==> src/rtl/csma_tx_scheduler_if.sv <==
// csma_tx_scheduler_if: signal bundle between the transmit queue, backoff
// generator and TX chain (master side) and the CSMA scheduler (slave side).
// Ports: strobe, data_waiting, carrier_present, burst_done, ack_ok flow
// master->slave; run_tx, run_rx, max_backoff, tx_go, pkt_sent, pkt_dropped,
// retry_count flow slave->master.
interface csma_tx_scheduler_if;
    logic        strobe;
    logic        data_waiting;
    logic        carrier_present;
    logic        burst_done;
    logic        ack_ok;
    logic        run_tx;
    logic        run_rx;
    logic [31:0] max_backoff;
    logic        tx_go;
    logic        pkt_sent;
    logic        pkt_dropped;
    logic [3:0]  retry_count;

    modport master (
        output strobe, data_waiting, carrier_present, burst_done, ack_ok,
        input  run_tx, run_rx, max_backoff, tx_go, pkt_sent, pkt_dropped,
        input  retry_count
    );

    modport slave (
        input  strobe, data_waiting, carrier_present, burst_done, ack_ok,
        output run_tx, run_rx, max_backoff, tx_go, pkt_sent, pkt_dropped,
        output retry_count
    );
endinterface

==> src/rtl/csma_tx_scheduler.sv <==
// csma_tx_scheduler: CSMA transmit sequencer. Defers until DIFS_STROBES
// consecutive carrier-clear strobes, runs the TX chain for one burst, then
// (with CSMA_TX_SCHED_ACK_EN defined) waits for an acknowledge and retries
// with binary-exponential contention-window growth.
// Ports: clk, rst (sync, active-high), bus (csma_tx_scheduler_if.slave).
// Optional feature macro: CSMA_TX_SCHED_ACK_EN (undefined = no ACK/retry).
module csma_tx_scheduler #(
    parameter logic [31:0] CW_MIN       = 32'h0000000F,
    parameter logic [31:0] CW_MAX       = 32'h000003FF,
    parameter int          MAX_RETRIES  = 7,
    parameter int          DIFS_STROBES = 16,
    parameter int          ACK_TIMEOUT  = 1024
) (
    input logic                 clk,
    input logic                 rst,
    csma_tx_scheduler_if.slave  bus
);

    typedef enum logic [1:0] {
        IDLE     = 2'd0,
        DEFER    = 2'd1,
        TX       = 2'd2,
        WAIT_ACK = 2'd3
    } state_t;

    state_t      state_q, state_d;
    logic [31:0] idle_cnt_q, idle_cnt_d;
    logic [3:0]  retry_q, retry_d;
    logic [31:0] cw_q, cw_d;
    logic        tx_go_q, tx_go_d;
    logic        sent_q, sent_d;
    logic        drop_q, drop_d;
    logic        run_tx_q, run_rx_q;

`ifdef CSMA_TX_SCHED_ACK_EN
    logic [31:0] ack_timer_q, ack_timer_d;
    logic [32:0] cw_grow;
    logic [31:0] cw_up;

    // One extra bit so the doubled window cannot wrap before saturation.
    assign cw_grow = {cw_q, 1'b1};
    assign cw_up   = (cw_grow > {1'b0, CW_MAX}) ? CW_MAX : cw_grow[31:0];
`else
    logic unused_cfg;

    assign unused_cfg = ^{CW_MAX, 32'(MAX_RETRIES),
                          32'(ACK_TIMEOUT), bus.ack_ok};
`endif

    always_comb begin
        state_d    = state_q;
        idle_cnt_d = idle_cnt_q;
        retry_d    = retry_q;
        cw_d       = cw_q;
        tx_go_d    = 1'b0;
        sent_d     = 1'b0;
        drop_d     = 1'b0;
`ifdef CSMA_TX_SCHED_ACK_EN
        ack_timer_d = ack_timer_q;
`endif
        unique case (state_q)
            IDLE: begin
                if (bus.data_waiting) begin
                    state_d    = DEFER;
                    idle_cnt_d = '0;
                end
            end
            DEFER: begin
                if (!bus.data_waiting) begin
                    state_d = IDLE;
                end else if (bus.strobe) begin
                    if (bus.carrier_present) begin
                        idle_cnt_d = '0;
                    end else if (idle_cnt_q == 32'(DIFS_STROBES - 1)) begin
                        state_d    = TX;
                        tx_go_d    = 1'b1;
                        idle_cnt_d = '0;
                    end else begin
                        idle_cnt_d = idle_cnt_q + 32'd1;
                    end
                end
            end
            TX: begin
                if (bus.burst_done) begin
`ifdef CSMA_TX_SCHED_ACK_EN
                    state_d     = WAIT_ACK;
                    ack_timer_d = '0;
`else
                    state_d = IDLE;
                    sent_d  = 1'b1;
`endif
                end
            end
            WAIT_ACK: begin
`ifdef CSMA_TX_SCHED_ACK_EN
                // ack_ok is tested first so it wins over a same-cycle timeout.
                if (bus.ack_ok) begin
                    state_d = IDLE;
                    sent_d  = 1'b1;
                    retry_d = '0;
                    cw_d    = CW_MIN;
                end else if (bus.strobe) begin
                    if (ack_timer_q == 32'(ACK_TIMEOUT - 1)) begin
                        if (retry_q == 4'(MAX_RETRIES)) begin
                            state_d = IDLE;
                            drop_d  = 1'b1;
                            retry_d = '0;
                            cw_d    = CW_MIN;
                        end else begin
                            state_d    = DEFER;
                            idle_cnt_d = '0;
                            retry_d    = retry_q + 4'd1;
                            cw_d       = cw_up;
                        end
                    end else begin
                        ack_timer_d = ack_timer_q + 32'd1;
                    end
                end
`else
                state_d = IDLE;
`endif
            end
            default: begin
                state_d = IDLE;
            end
        endcase
    end

    always_ff @(posedge clk) begin
        if (rst) begin
            state_q    <= IDLE;
            idle_cnt_q <= '0;
            retry_q    <= '0;
            cw_q       <= CW_MIN;
            tx_go_q    <= 1'b0;
            sent_q     <= 1'b0;
            drop_q     <= 1'b0;
            run_tx_q   <= 1'b0;
            run_rx_q   <= 1'b1;
`ifdef CSMA_TX_SCHED_ACK_EN
            ack_timer_q <= '0;
`endif
        end else begin
            state_q    <= state_d;
            idle_cnt_q <= idle_cnt_d;
            retry_q    <= retry_d;
            cw_q       <= cw_d;
            tx_go_q    <= tx_go_d;
            sent_q     <= sent_d;
            drop_q     <= drop_d;
            run_tx_q   <= (state_d == TX);
            run_rx_q   <= (state_d != TX);
`ifdef CSMA_TX_SCHED_ACK_EN
            ack_timer_q <= ack_timer_d;
`endif
        end
    end

    assign bus.run_tx      = run_tx_q;
    assign bus.run_rx      = run_rx_q;
    assign bus.max_backoff = cw_q;
    assign bus.tx_go       = tx_go_q;
    assign bus.pkt_sent    = sent_q;
    assign bus.pkt_dropped = drop_q;
    assign bus.retry_count = retry_q;

endmodule
==> src/flat_wrapper.sv <==
// flat-port wrapper written by rule: the top's interface ports become plain ports
module csma_tx_scheduler_flat 
#(
    parameter logic [31:0] CW_MIN       = 32'h0000000F,
    parameter logic [31:0] CW_MAX       = 32'h000003FF,
    parameter int          MAX_RETRIES  = 7,
    parameter int          DIFS_STROBES = 16,
    parameter int          ACK_TIMEOUT  = 1024
)
  (clk, rst, bus_strobe, bus_data_waiting, bus_carrier_present, bus_burst_done, bus_ack_ok, bus_run_tx, bus_run_rx, bus_max_backoff, bus_tx_go, bus_pkt_sent, bus_pkt_dropped, bus_retry_count);
  csma_tx_scheduler_if bus_i ();
  input logic clk;
  input logic rst;
  input wire logic [$bits(bus_i.strobe)-1:0] bus_strobe;
  input wire logic [$bits(bus_i.data_waiting)-1:0] bus_data_waiting;
  input wire logic [$bits(bus_i.carrier_present)-1:0] bus_carrier_present;
  input wire logic [$bits(bus_i.burst_done)-1:0] bus_burst_done;
  input wire logic [$bits(bus_i.ack_ok)-1:0] bus_ack_ok;
  output wire logic [$bits(bus_i.run_tx)-1:0] bus_run_tx;
  output wire logic [$bits(bus_i.run_rx)-1:0] bus_run_rx;
  output wire logic [$bits(bus_i.max_backoff)-1:0] bus_max_backoff;
  output wire logic [$bits(bus_i.tx_go)-1:0] bus_tx_go;
  output wire logic [$bits(bus_i.pkt_sent)-1:0] bus_pkt_sent;
  output wire logic [$bits(bus_i.pkt_dropped)-1:0] bus_pkt_dropped;
  output wire logic [$bits(bus_i.retry_count)-1:0] bus_retry_count;
  assign bus_i.strobe = bus_strobe;
  assign bus_i.data_waiting = bus_data_waiting;
  assign bus_i.carrier_present = bus_carrier_present;
  assign bus_i.burst_done = bus_burst_done;
  assign bus_i.ack_ok = bus_ack_ok;
  assign bus_run_tx = bus_i.run_tx;
  assign bus_run_rx = bus_i.run_rx;
  assign bus_max_backoff = bus_i.max_backoff;
  assign bus_tx_go = bus_i.tx_go;
  assign bus_pkt_sent = bus_i.pkt_sent;
  assign bus_pkt_dropped = bus_i.pkt_dropped;
  assign bus_retry_count = bus_i.retry_count;
  csma_tx_scheduler #(.CW_MIN(CW_MIN), .CW_MAX(CW_MAX), .MAX_RETRIES(MAX_RETRIES), .DIFS_STROBES(DIFS_STROBES), .ACK_TIMEOUT(ACK_TIMEOUT)) u_core (.clk(clk), .rst(rst), .bus(bus_i));
endmodule
==> config.mk <==
export PLATFORM = sky130hd
export DESIGN_NAME = csma_tx_scheduler_flat
export DESIGN_NICKNAME = d
export VERILOG_FILES = /design/src/rtl/csma_tx_scheduler_if.sv /design/src/rtl/csma_tx_scheduler.sv /design/src/flat_wrapper.sv
export SDC_FILE = /design/constraint.sdc
export NUM_CORES = 1
export LEC_CHECK = 0
export CORE_AREA = 10 10 80 82
export CTS_CLUSTER_DIAMETER = 100
export DETAILED_ROUTE_END_ITERATION = 8
export DIE_AREA = 0 0 90 92
export PLACE_DENSITY = 0.76
export SETUP_SLACK_MARGIN = 0.02
export SYNTH_ARGS = -nofsm -noshare
export SYNTH_HDL_FRONTEND = slang
export SYNTH_SLANG_ARGS = --single-unit
==> constraint.sdc <==
create_clock -name clk -period 1.7 [get_ports clk]
set_input_delay 0.34 -clock clk [delete_from_list [all_inputs] [get_ports clk]]
set_output_delay 0.34 -clock clk [all_outputs]
set_load 0.005 [all_outputs]
# Word level (Yosys, flattened, before mapping)

Cells that the tools add are included.

$add $sub $neg: 1
Eq/ne operators: 9
Mux-type cells: 15
Bitwise operators: 4
Reduce and logical (&&, ||, !) cells: 5

Operators by type and width:

| kind                    | count |
|---|---|
| $mux W32                | 5 |
| $pmux W32 S2            | 1 |
| $add A32 B1 Y32 const B | 1 |
| $eq A32 B4 Y1 const B   | 1 |
| $mux W2                 | 6 |
| $ne A2 B2 Y1 const B    | 4 |
| $pmux W2 S4             | 1 |
| $eq A2 B2 Y1 const B    | 3 |
| $reduce_or A5 Y1        | 1 |
| $not A1 Y1              | 4 |
| $reduce_and A4 Y1       | 1 |
| $eq A2 B1 Y1 const B    | 1 |
| $logic_not A2 Y1        | 1 |
| $mux W1                 | 2 |
| $reduce_bool A2 Y1      | 1 |
| $reduce_or A2 Y1        | 1 |

Register bits: 38
Input bits: 7
Output and inout port bits: 41
Logic and storage cells: 40

# Depth between registers and ports, before layout

Gate-level depths: netlist of run 1.

Depth after elaboration: 7
Gate-level depth with buffers: 7
Mapped depth without buffers: 6

# Worst setup path after synthesis of run 1

Ideal clock, no wire load.

Path kind: register -> register
Start point: reg u_core.idle_cnt_q[0]
End point: reg u_core.idle_cnt_q[24]
Arrival time: 1.683 ns
Path slack: -0.049 ns
Stages on the path, launching flop included: 8
Buffers on the path: 1
Period minus slack after synthesis: 1.749 ns
Path through: dfxtp_1 > ha_1 > nand3_1 > nor3_2 > buf_1 > nand3_2 > or3_1 > a21oi_2

Word-level cells in the longest chain between the ends: 6

Ends and longest elaborated chain:

| item                                                    | RTL line                                         | RTL |
|---|---|---|
| start, declared                                         | csma_tx_scheduler.sv:27                          | `logic [31:0] idle_cnt_q, idle_cnt_d;` |
| start signal, assigned                                  | csma_tx_scheduler.sv:145                         | `idle_cnt_q <= idle_cnt_d;` |
| $add A32 B1 Y32 / $eq A32 B4 Y1 (equally long branches) | csma_tx_scheduler.sv:79, csma_tx_scheduler.sv:74 |  |
| $mux W32 (*)                                            | csma_tx_scheduler.sv:74                          | `end else if (idle_cnt_q == 32'(DIFS_STROBES - 1)) begin` |
| $mux W32 (*)                                            | csma_tx_scheduler.sv:72                          | `if (bus.carrier_present) begin` |
| $mux W32 (*)                                            | csma_tx_scheduler.sv:71                          | `end else if (bus.strobe) begin` |
| $mux W32 (*)                                            | csma_tx_scheduler.sv:69                          | `if (!bus.data_waiting) begin` |
| $pmux W32 S2 (*)                                        | csma_tx_scheduler.sv:61                          | `unique case (state_q)` |

Mark *: on every way between the ends. The rest lies on a longest branch, timed or not. The select of a mux whose other input is x is not followed.
A chain may end at the register's enable or synchronous reset.

# Final worst setup path of run 1

Start point: reg u_core.idle_cnt_q[1]
End point: reg u_core.idle_cnt_q[31]

Same word-level chain as after synthesis.

==> results.py, run 1 <==
metrics = {
    "status": {
        "outcome": "finished with violations",
        "violations": "setup timing",
    },
    "sta": {
        "setup_ws_ps": -61.1,
        "hold_violations": 0,
        "fmax_ghz": 0.568,
        "tns_ps": -1120,
        "slew_violations": 0,
        "period_minus_slack_ps": 1760,
        "setup_viol": 33,
        "rsz0062_at_grt": "true",
        "fin_skew_ps": 9.99,
        "fin_crit_sh_pct": 104,
    },
    "clocking": {
        "clockBufferDepth": 2,
        "clkTransAtPathRegs_ps": 80,
        "cts_buffers": 5,
        "clk_latency_ps": 300,
        "root_buffer": "clkbuf_8",
        "cts_tree": "built",
        "htreeDepth": 2,
        "cts.sinks": 38,
    },
    "setup_path": {
        "worstPathMaxFanout": 6,
        "cp.buffers_inverters": 1,
        "ff2ff_setup_slack_ps": -60,
        "cp_slowest_cell": "or3_4",
        "critPathArrivalTime_ps": 1960,
        "endpoint_kind": "register",
        "crit_chain": "buf_4 > nand4_1 > or3_4 > nor4_2 > xnor2_1 > nor2_1",
        "cp-start-kind": "register",
        "crit-reg2reg-capture": "u_core.idle_cnt_q[31]",
        "required_ps": 1900,
        "cpPeakStageDelay_ps": 450,
        "critical-path-top-delay-family": "simple AND/OR/NAND/NOR gates",
        "reg2reg_from": "u_core.idle_cnt_q[1]",
        "reg2reg_depth": 6,
        "worstSetupPathType": "reg -> reg",
    },
    "floorplanning": {
        "core_um2": 4910,
        "dieWidth_um": 90,
        "die_area_um2": 8280,
        "die_h_um": 92,
        "rows": 26,
        "start_util_pct": 44.6,
        "io_pins": 48,
    },
    "logic_synthesis": {
        "ys_top_cells_by_area": "dfxtp_1 (35%), buf_4 (13%), xor2_1 (6.4%), nor2_1 (5.7%), xnor2_1 (3.6%)",
        "synth-edff-count": 0,
        "ys.flop_type": "dfxtp_1",
        "synth-async-reset-ratio_pct": 0,
        "seq_area_frac_synth_pct": 34.7,
        "ys_seq_elements": 38,
        "yosys-top-cells-count": "buf_4 (38), dfxtp_1 (38), nor2_1 (33)",
        "yosysTopAreaCell": "dfxtp_1",
        "syn_area_per_cell_um2": 8.79,
        "synth_cell_types": 50,
        "synthCells": 249,
        "yosysWarnings": 0,
        "synth_top_area_share_pct": 34.7,
        "synthesis.area_um2": 2190,
    },
    "route": {
        "drt_wl_total_um": 5610,
        "drcViolationCount": 0,
        "drt_iter0_markers": 87,
        "wl_per_cell_um": 14.5,
        "wl_met2_um": 2880,
        "vias": 1925,
        "dr.pass1.iters": 4,
        "ant_nets": 0,
        "wl_met3_um": 361,
        "wl_met1_um": 2260,
        "viasPerCell": 4.96,
        "dr.max_layer_used": "met4",
    },
    "min_path": {
        "hp-class": "reg -> reg",
        "whs_endpoint": "u_core.bus.pkt_sent",
        "min_from": "u_core.state_q[0]",
        "hold_depth": 2,
    },
    "place": {
        "port_buffers": 9,
        "gp_routability_congestion": 0.815,
        "dp.final_hpwl_um": 3790,
        "place_area_um2": 2590,
    },
    "grt": {
        "antenna_found_initial": 0,
        "grt_usage_pct": 12.9,
        "grt_max_degree": 25,
        "grt_overflow": 0,
        "grt_pass1_vias": 1976,
        "grt_pass1_wl_um": 9090,
    },
    "flow_run": {
        "max-cap-violations": 0,
    },
    "power": {
        "p_leak_nw": 1.19,
        "power_density_nw_per_um2": 571,
        "ir_worst_vdd_mv": 0.268,
    },
    "final_layout": {
        "layout-drive-gt1-share_pct": 35.2,
        "fin_area_um2": 2900,
        "antenna_cells": 0,
        "syn_to_final_growth_pct": 32.5,
        "fin_nets": 325,
    },
}
report_power, final:
part / leakage [nW] / switching, mW / internal (mW) / total, mW
registers: 0.313 / 0.00260 / 0.890 / 0.892
logic: 0.830 / 0.0723 / 0.0467 / 0.119
clock network: 0.0482 / 0.319 / 0.327 / 0.646
worst register-to-register path: cells and delay by family (launching register included):
kind | cells | cell delay, ps
xor+xnor | 1 | 160
buf+inv | 1 | 120
simple gates | 4 | 1010
flops | 1 | 360
cell usage in the layout (no fill, tap or decap), types with 3 or more instances in the layout:
cell             instances
a31oi_1                  3
and3_1                   3
and4_1                   4
buf_4                   60
buf_6                    3
clkbuf_8                 6
clkdlybuf4s50_1          7
conb_1                  37
dfxtp_1                 27
dfxtp_2                  9
nand2_1                 11
nand3_1                 14
nand3b_1                 3
nand4_1                 12
nor2_1                  32
nor3_1                   3
nor3_4                   3
nor4_2                   8
xnor2_1                  9
xor2_1                  16
state kept, by name, indices dropped and copies added (netlist names):
register,count
u_core.bus.pkt_sent,1
u_core.state_q,2
u_core.bus.run_tx,1
u_core.bus.tx_go,1
u_core.idle_cnt_q,32
u_core.bus.run_rx,1
worst max path at each step:
stage,startpoint,endpoint,cells after the start
after CTS,u_core.idle_cnt_q[1],u_core.idle_cnt_q[29],6
after floorplan,u_core.idle_cnt_q[0],u_core.idle_cnt_q[6],6
after detailed placement,bus_data_waiting,u_core.idle_cnt_q[27],6
final,u_core.idle_cnt_q[1],u_core.idle_cnt_q[31],6
after global placement,bus_data_waiting,u_core.idle_cnt_q[23],6
after global routing,u_core.idle_cnt_q[1],u_core.idle_cnt_q[27],6
what timing repair did:
item / CTS / global route
setup buffers: 2 / 6
endpoints found under the setup margin: 37 / 36
endpoints found under the hold margin: 0 / 0
pin swaps: 6 / 9
hold buffers: 0 / 0
resized for setup: 32 / 10
per-stage QoR:
stage | utilization [%] | setup WS (ps) | cells | hold slack (ps) | total power, mW
3_5_place_dp | 52.8 | -410 | 372 | 526 | 1.02
4_1_cts | 57.4 | 16.3 | 382 | 545 | 1.66
5_1_grt | 59.0 | -164 | 388 | 579 | 1.71
6_report | 59.0 | -61.1 | 388 | 547 | 1.66
3_3_place_gp | 52.8 | -387 | 372 | 513 | 1.02
2_1_floorplan | - | 50.2 | 284 | 448 | 1.03
cell families after synthesis:
kind of cell	Yosys count	share of synthesized area (%)
adders and majority gates	1	0.571
buffers and inverters	48	15.7
DFF	38	34.7
and+or+nand+nor	121	34.2
xor gates and xnor gates	25	10.0
other	2	0.343
AOI/OAI and AO/OA	14	4.46
layout make-up:
| type | count | area [µm²] |
|---|---|---|
| clock inverters | 1 | 5.00 |
| well taps | 70 | 87.6 |
| multi-input cells | 198 | 1350 |
| fillers | 416 | 2010 |
| flip-flops and latches | 38 | 779 |
| clock buffers | 7 | 86.3 |
| inverters | 1 | 3.75 |
| repair buffers | 73 | 592 |
routing by layer:
metal	GRT usage [%]	vias to the layer above
li1	-	931
met1	14.0	914
met2	22.9	66
met3	3.26	14
met4	6.23	0
met5	0	-
Note: power is estimated with default switching activity, not from simulation.
==> inputs of run 2 (changes only) <==
--- a/config.mk
+++ b/config.mk
@@ -14,3 +14,4 @@
 export SYNTH_ARGS = -nofsm -noshare
 export SYNTH_HDL_FRONTEND = slang
 export SYNTH_SLANG_ARGS = --single-unit
+export TNS_END_PERCENT = 10
==> results.py, run 2 (synthesized netlist as in run 1, its figures left out) <==
metrics = {
    "status": {
        "outcome": "finished with violations",
        "violations": "setup timing",
    },
    "setup_path": {
        "crit_chain": "ha_4 > nand3_4 > nand4b_1 > o21ai_2 > buf_4 > or4b_4 > a31oi_1",
        "critPathArrivalTime_ps": 2040,
        "cpPeakStageDelay_ps": 500,
        "worstSetupPathType": "reg -> reg",
        "cp_slowest_cell": "or4b_4",
        "required_ps": 1900,
        "cp-start-kind": "register",
        "endpoint_kind": "register",
        "worstPathMaxFanout": 3,
    },
    "place": {
        "port_buffers": 9,
        "place_area_um2": 2620,
        "gp_routability_congestion": 0.849,
        "place_inst": 375,
        "dp.final_hpwl_um": 4000,
    },
    "min_path": {
        "hp-class": "reg -> reg",
    },
    "final_layout": {
        "largest_register_ffs": 32,
        "fin_nets": 326,
        "fin_area_um2": 2950,
        "final_cell_mix": "buf_4 (58), conb_1 (37), nor2_1 (32), dfxtp_1 (30), xor2_1 (16)",
        "reg.largest.list": "u_core.idle_cnt_q: 32 flops, u_core.state_q: 2 flops",
        "final_cells": 389,
        "final_common_cell": "buf_4",
        "top_register": "u_core.idle_cnt_q",
        "layout-drive-gt1-share_pct": 35.1,
        "antenna_cells": 0,
        "syn_to_final_growth_pct": 34.6,
    },
    "route": {
        "drt_wl_total_um": 5700,
        "wl_per_cell_um": 14.6,
        "drt_iter0_markers": 171,
        "drcViolationCount": 0,
        "dr.pass1.iters": 4,
        "vias": 1944,
        "ant_nets": 0,
        "viasPerCell": 5.00,
    },
    "grt": {
        "antenna_found_initial": 0,
        "grt_usage_pct": 13.6,
        "use_met1_pct": 15.4,
        "grt_max_degree": 16,
        "grt_overflow": 0,
        "grt.busiest_layer": "met2",
        "met3_usage_pct": 3.10,
        "use_met2_pct": 24.6,
        "grt_pass1_wl_um": 9560,
        "grt_pass1_vias": 2038,
    },
    "sta": {
        "setup_ws_ps": -144,
        "slew_violations": 0,
        "rsz0062_at_grt": "true",
        "whs_ps": 561,
        "setup_viol": 36,
        "hold_violations": 0,
        "period_minus_slack_ps": 1840,
        "fin_skew_ps": 8.82,
        "fmax_ghz": 0.542,
        "fin_crit_sh_pct": 108,
    },
    "power": {
        "p_leak_nw": 1.20,
        "ir_worst_vdd_mv": 0.340,
        "power_density_nw_per_um2": 609,
    },
    "clocking": {
        "cts-hold-fix-buffers": 0,
        "htreeDepth": 2,
        "clockBufferDepth": 2,
        "clkTransAtPathRegs_ps": 80,
        "root_buffer": "clkbuf_8",
        "cts.sinks": 38,
        "cts_tree": "built",
        "clk_latency_ps": 290,
        "cts_buffers": 5,
    },
    "floorplanning": {
        "start_util_pct": 44.6,
        "rows": 26,
        "dieWidth_um": 90,
        "core_um2": 4910,
        "die_h_um": 92,
        "die_area_um2": 8280,
        "io_pins": 48,
    },
    "flow_run": {
        "max-cap-violations": 0,
    },
}
run 2: cell count changes in the layout (fill, tap and decap cells not counted), sizes merged:
| cell | delta |
|---|---|
| dlygate4sd2 | -2 |
| buf | +1 |
| clkinv | -1 |
| bufinv | +1 |
| clkdlybuf4s50 | +2 |
run 2: per-layer routing:
layer	part of all wire (%)	routed length, µm
met4	0.84	48
met2	52	2990
met3	5.3	304
met1	41	2360
met5	0	0
run 2: where the power goes:
part           total [mW]  switching, mW  internal, mW
registers           0.896        0.00279         0.893
clock network       0.754          0.314         0.439
logic               0.146         0.0784        0.0677
total                1.80          0.396          1.40
run 2: path summary, 6_finish.rpt:
| kind | from | to | slack (ps) | depth (start not counted) |
|---|---|---|---|---|
| worst max register to register | u_core.idle_cnt_q[1] | u_core.idle_cnt_q[6] | -140 | 7 |
| worst min register to register | u_core.state_q[0] | u_core.bus.pkt_sent | 560 | 2 |
| worst max-delay path | u_core.idle_cnt_q[1] | u_core.idle_cnt_q[6] | -140 | 7 |
| worst min-delay path | u_core.state_q[0] | u_core.bus.pkt_sent | 560 | 2 |
run 2: per-stage QoR:
stage	setup TNS (ps)	power [mW]	utilization (%)	setup slack, ps
6_report	-1440	1.80	60.0	-144
3_5_place_dp	-9670	1.02	53.2	-422
2_1_floorplan	-8.06	1.03	-	-8.06
4_1_cts	-879	1.80	58.9	-106
3_3_place_gp	-8220	1.02	53.2	-382
5_1_grt	-3630	1.86	60.0	-167
run 2: critical path, delay by kind of cell (launching register included):
family / cells / cell delay, ps
flops: 1 / 340
buf+inv: 1 / 170
fa+ha+maj: 1 / 170
compound gates: 2 / 280
simple gates: 3 / 790
run 2: repair_timing:
item	4_1_cts	5_1_grt
setup endpoints to repair	37	37
gates resized for setup	19	16
pin swaps	7	5
setup buffers	5	0
cloned	1	0
endpoints found under the hold margin	0	0
run 2: layout make-up:
class / instances / area, µm²
sequential: 38 / 771
clock buffer: 7 / 76.3
fill: 399 / 1960
multi-input combinational: 198 / 1340
clock inverter: 1 / 30.0
inverter: 1 / 3.75
tap: 70 / 87.6
timing repair buffer: 74 / 638
==> inputs of run 3 (changes only) <==
--- a/config.mk
+++ b/config.mk
@@ -10,7 +10,8 @@
 export DETAILED_ROUTE_END_ITERATION = 8
 export DIE_AREA = 0 0 90 92
 export PLACE_DENSITY = 0.76
-export SETUP_SLACK_MARGIN = 0.02
+export RECOVER_POWER = 25
+export SETUP_SLACK_MARGIN = 0.3
 export SYNTH_ARGS = -nofsm -noshare
 export SYNTH_HDL_FRONTEND = slang
 export SYNTH_SLANG_ARGS = --single-unit
==> results.py, run 3 (synthesized netlist as in run 1, its figures left out) <==
metrics = {
    "status": {
        "outcome": "finished with violations",
        "violations": "setup timing",
    },
    "setup_path": {
        "worstPathMaxFanout": 3,
        "endpoint_kind": "register",
        "reg2reg_depth": 6,
        "critPathArrivalTime_ps": 2050,
        "worstSetupPathType": "reg -> reg",
        "cp-start-kind": "register",
        "crit_start": "u_core.idle_cnt_q[0]",
        "reg2reg_from": "u_core.idle_cnt_q[0]",
        "required_ps": 1930,
    },
    "final_layout": {
        "fin_nets": 325,
        "multi_input_area_um2": 1370,
        "antenna_cells": 0,
        "final_cells": 388,
        "largest_register_ffs": 32,
        "final_cell_mix": "buf_4 (58), conb_1 (37), nor2_1 (31), dfxtp_1 (24), xor2_1 (16)",
        "final_common_cell": "buf_4",
        "syn_to_final_growth_pct": 34.0,
        "final_util_pct": 59.7,
        "top_register": "u_core.idle_cnt_q",
        "layout-drive-gt1-share_pct": 38.4,
        "reg.largest.list": "u_core.idle_cnt_q: 32 flops, u_core.state_q: 2 flops",
        "nFillCells": 421,
        "seq_area_um2": 783,
    },
    "sta": {
        "slew_violations": 0,
        "setup_viol": 31,
        "setup_ws_ps": -119,
        "rsz0062_at_grt": "true",
        "hold_violations": 0,
        "fmax_ghz": 0.550,
        "fin_crit_sh_pct": 107,
        "fin_skew_ps": 9.63,
        "period_minus_slack_ps": 1820,
    },
    "flow_run": {
        "max-cap-violations": 0,
    },
    "route": {
        "ant_nets": 0,
        "wl_per_cell_um": 14.3,
        "drt_iter0_markers": 143,
        "drcViolationCount": 0,
        "dr.pass1.iters": 4,
        "vias": 1904,
        "viasPerCell": 4.91,
        "drt_wl_total_um": 5570,
    },
    "clocking": {
        "cts.sinks": 38,
        "cts_buffers": 5,
        "clkTransAtPathRegs_ps": 80,
        "root_buffer": "clkbuf_8",
        "clockBufferDepth": 2,
        "clk_latency_ps": 300,
        "cts_tree": "built",
        "cts-hold-fix-buffers": 0,
        "htreeDepth": 2,
    },
    "grt": {
        "grt_pass1_wl_um": 9420,
        "grt_max_degree": 31,
        "antenna_found_initial": 0,
        "grt_overflow": 0,
        "grt_usage_pct": 13.6,
        "grt_pass1_vias": 1949,
    },
    "floorplanning": {
        "rows": 26,
        "start_util_pct": 44.6,
        "core_um2": 4910,
        "die_h_um": 92,
        "die_area_um2": 8280,
        "io_pins": 48,
        "dieWidth_um": 90,
    },
    "power": {
        "ir_worst_vdd_mv": 0.295,
        "p_leak_nw": 1.19,
        "power_density_nw_per_um2": 575,
    },
    "place": {
        "port_buffers": 9,
        "dp.final_hpwl_um": 3890,
        "gp_routability_congestion": 0.816,
        "place_inst": 373,
    },
    "min_path": {
        "hp-class": "reg -> reg",
        "min_from": "u_core.idle_cnt_q[6]",
        "hold_depth": 2,
    },
}
==> run 3: cell types whose count changed in the layout (fill, tap and decap cells not counted), moves of 2 or more <==
cell             previous run  this run
clkbuf_1                    2         0
clkdlybuf4s50_1             9         5
dfxtp_1                    30        24
dfxtp_2                     8        12
dfxtp_4                     0         2
dlygate4sd2_1               0         4
nor3_2                      3         1
nor4_1                      4         1
nor4_2                      5         9
==> run 3: metal layers <==
metal | wire (µm) | track usage, % | vias up | share of wire, %
li1 | - | - | 932 | -
met1 | 2470 | 16.3 | 918 | 44
met2 | 2720 | 22.7 | 44 | 49
met3 | 284 | 3.59 | 10 | 5.1
met4 | 95 | 5.44 | 0 | 1.7
met5 | 0 | 0 | - | 0
==> run 3: worst paths after layout <==
check	end	slack [ps]
worst max-delay path	u_core.idle_cnt_q[30]	-120
worst max register to register	u_core.idle_cnt_q[30]	-120
worst min-delay path	u_core.idle_cnt_q[6]	520
worst min register to register	u_core.idle_cnt_q[6]	520
==> run 3: stage by stage <==
step	worst slack [ps]	setup TNS, ps	hold slack, ps	area (µm²)	power, mW
after floorplan	89.8	0	448	2380	1.03
after detailed placement	-442	-8610	483	2660	1.02
after CTS	-132	-1460	506	2880	1.69
final	-119	-2610	524	2930	1.69
after global placement	-393	-7390	468	2660	1.02
after global routing	-249	-5650	552	2930	1.75
==> run 3: worst max-delay path: stages (launching register included) <==
cell and delay (ps):
dfxtp_2 360, ha_4 150, nand3_4 110, nor4_4 260, nand4_1 170, or4_1 540, a31oi_1 150
==> run 3: where the power goes <==
group / internal (mW) / total (mW) / switching [mW] / leakage, nW
registers: 0.889 / 0.892 / 0.00263 / 0.314
clock network: 0.327 / 0.677 / 0.349 / 0.0515
logic: 0.0462 / 0.117 / 0.0706 / 0.827
total: 1.26 / 1.69 / 0.423 / 1.19
==> run 3: area by class of cell <==
class | instances | share of cell area [%]
Clock buffer | 6 | 2.81
Clock inverter | 2 | 0.384
Inverter | 1 | 0.128
Multi-Input combinational cell | 198 | 46.7
Sequential cell | 38 | 26.7
Tap cell | 70 | 2.99
Timing Repair Buffer | 73 | 20.3
==> run 3: repair_timing <==
action                                  CTS  global route
setup buffers                             6             1
endpoints found under the hold margin     0             0
pin swaps                                24             9
endpoints found under the setup margin   41            37
gates resized for setup                  20            11
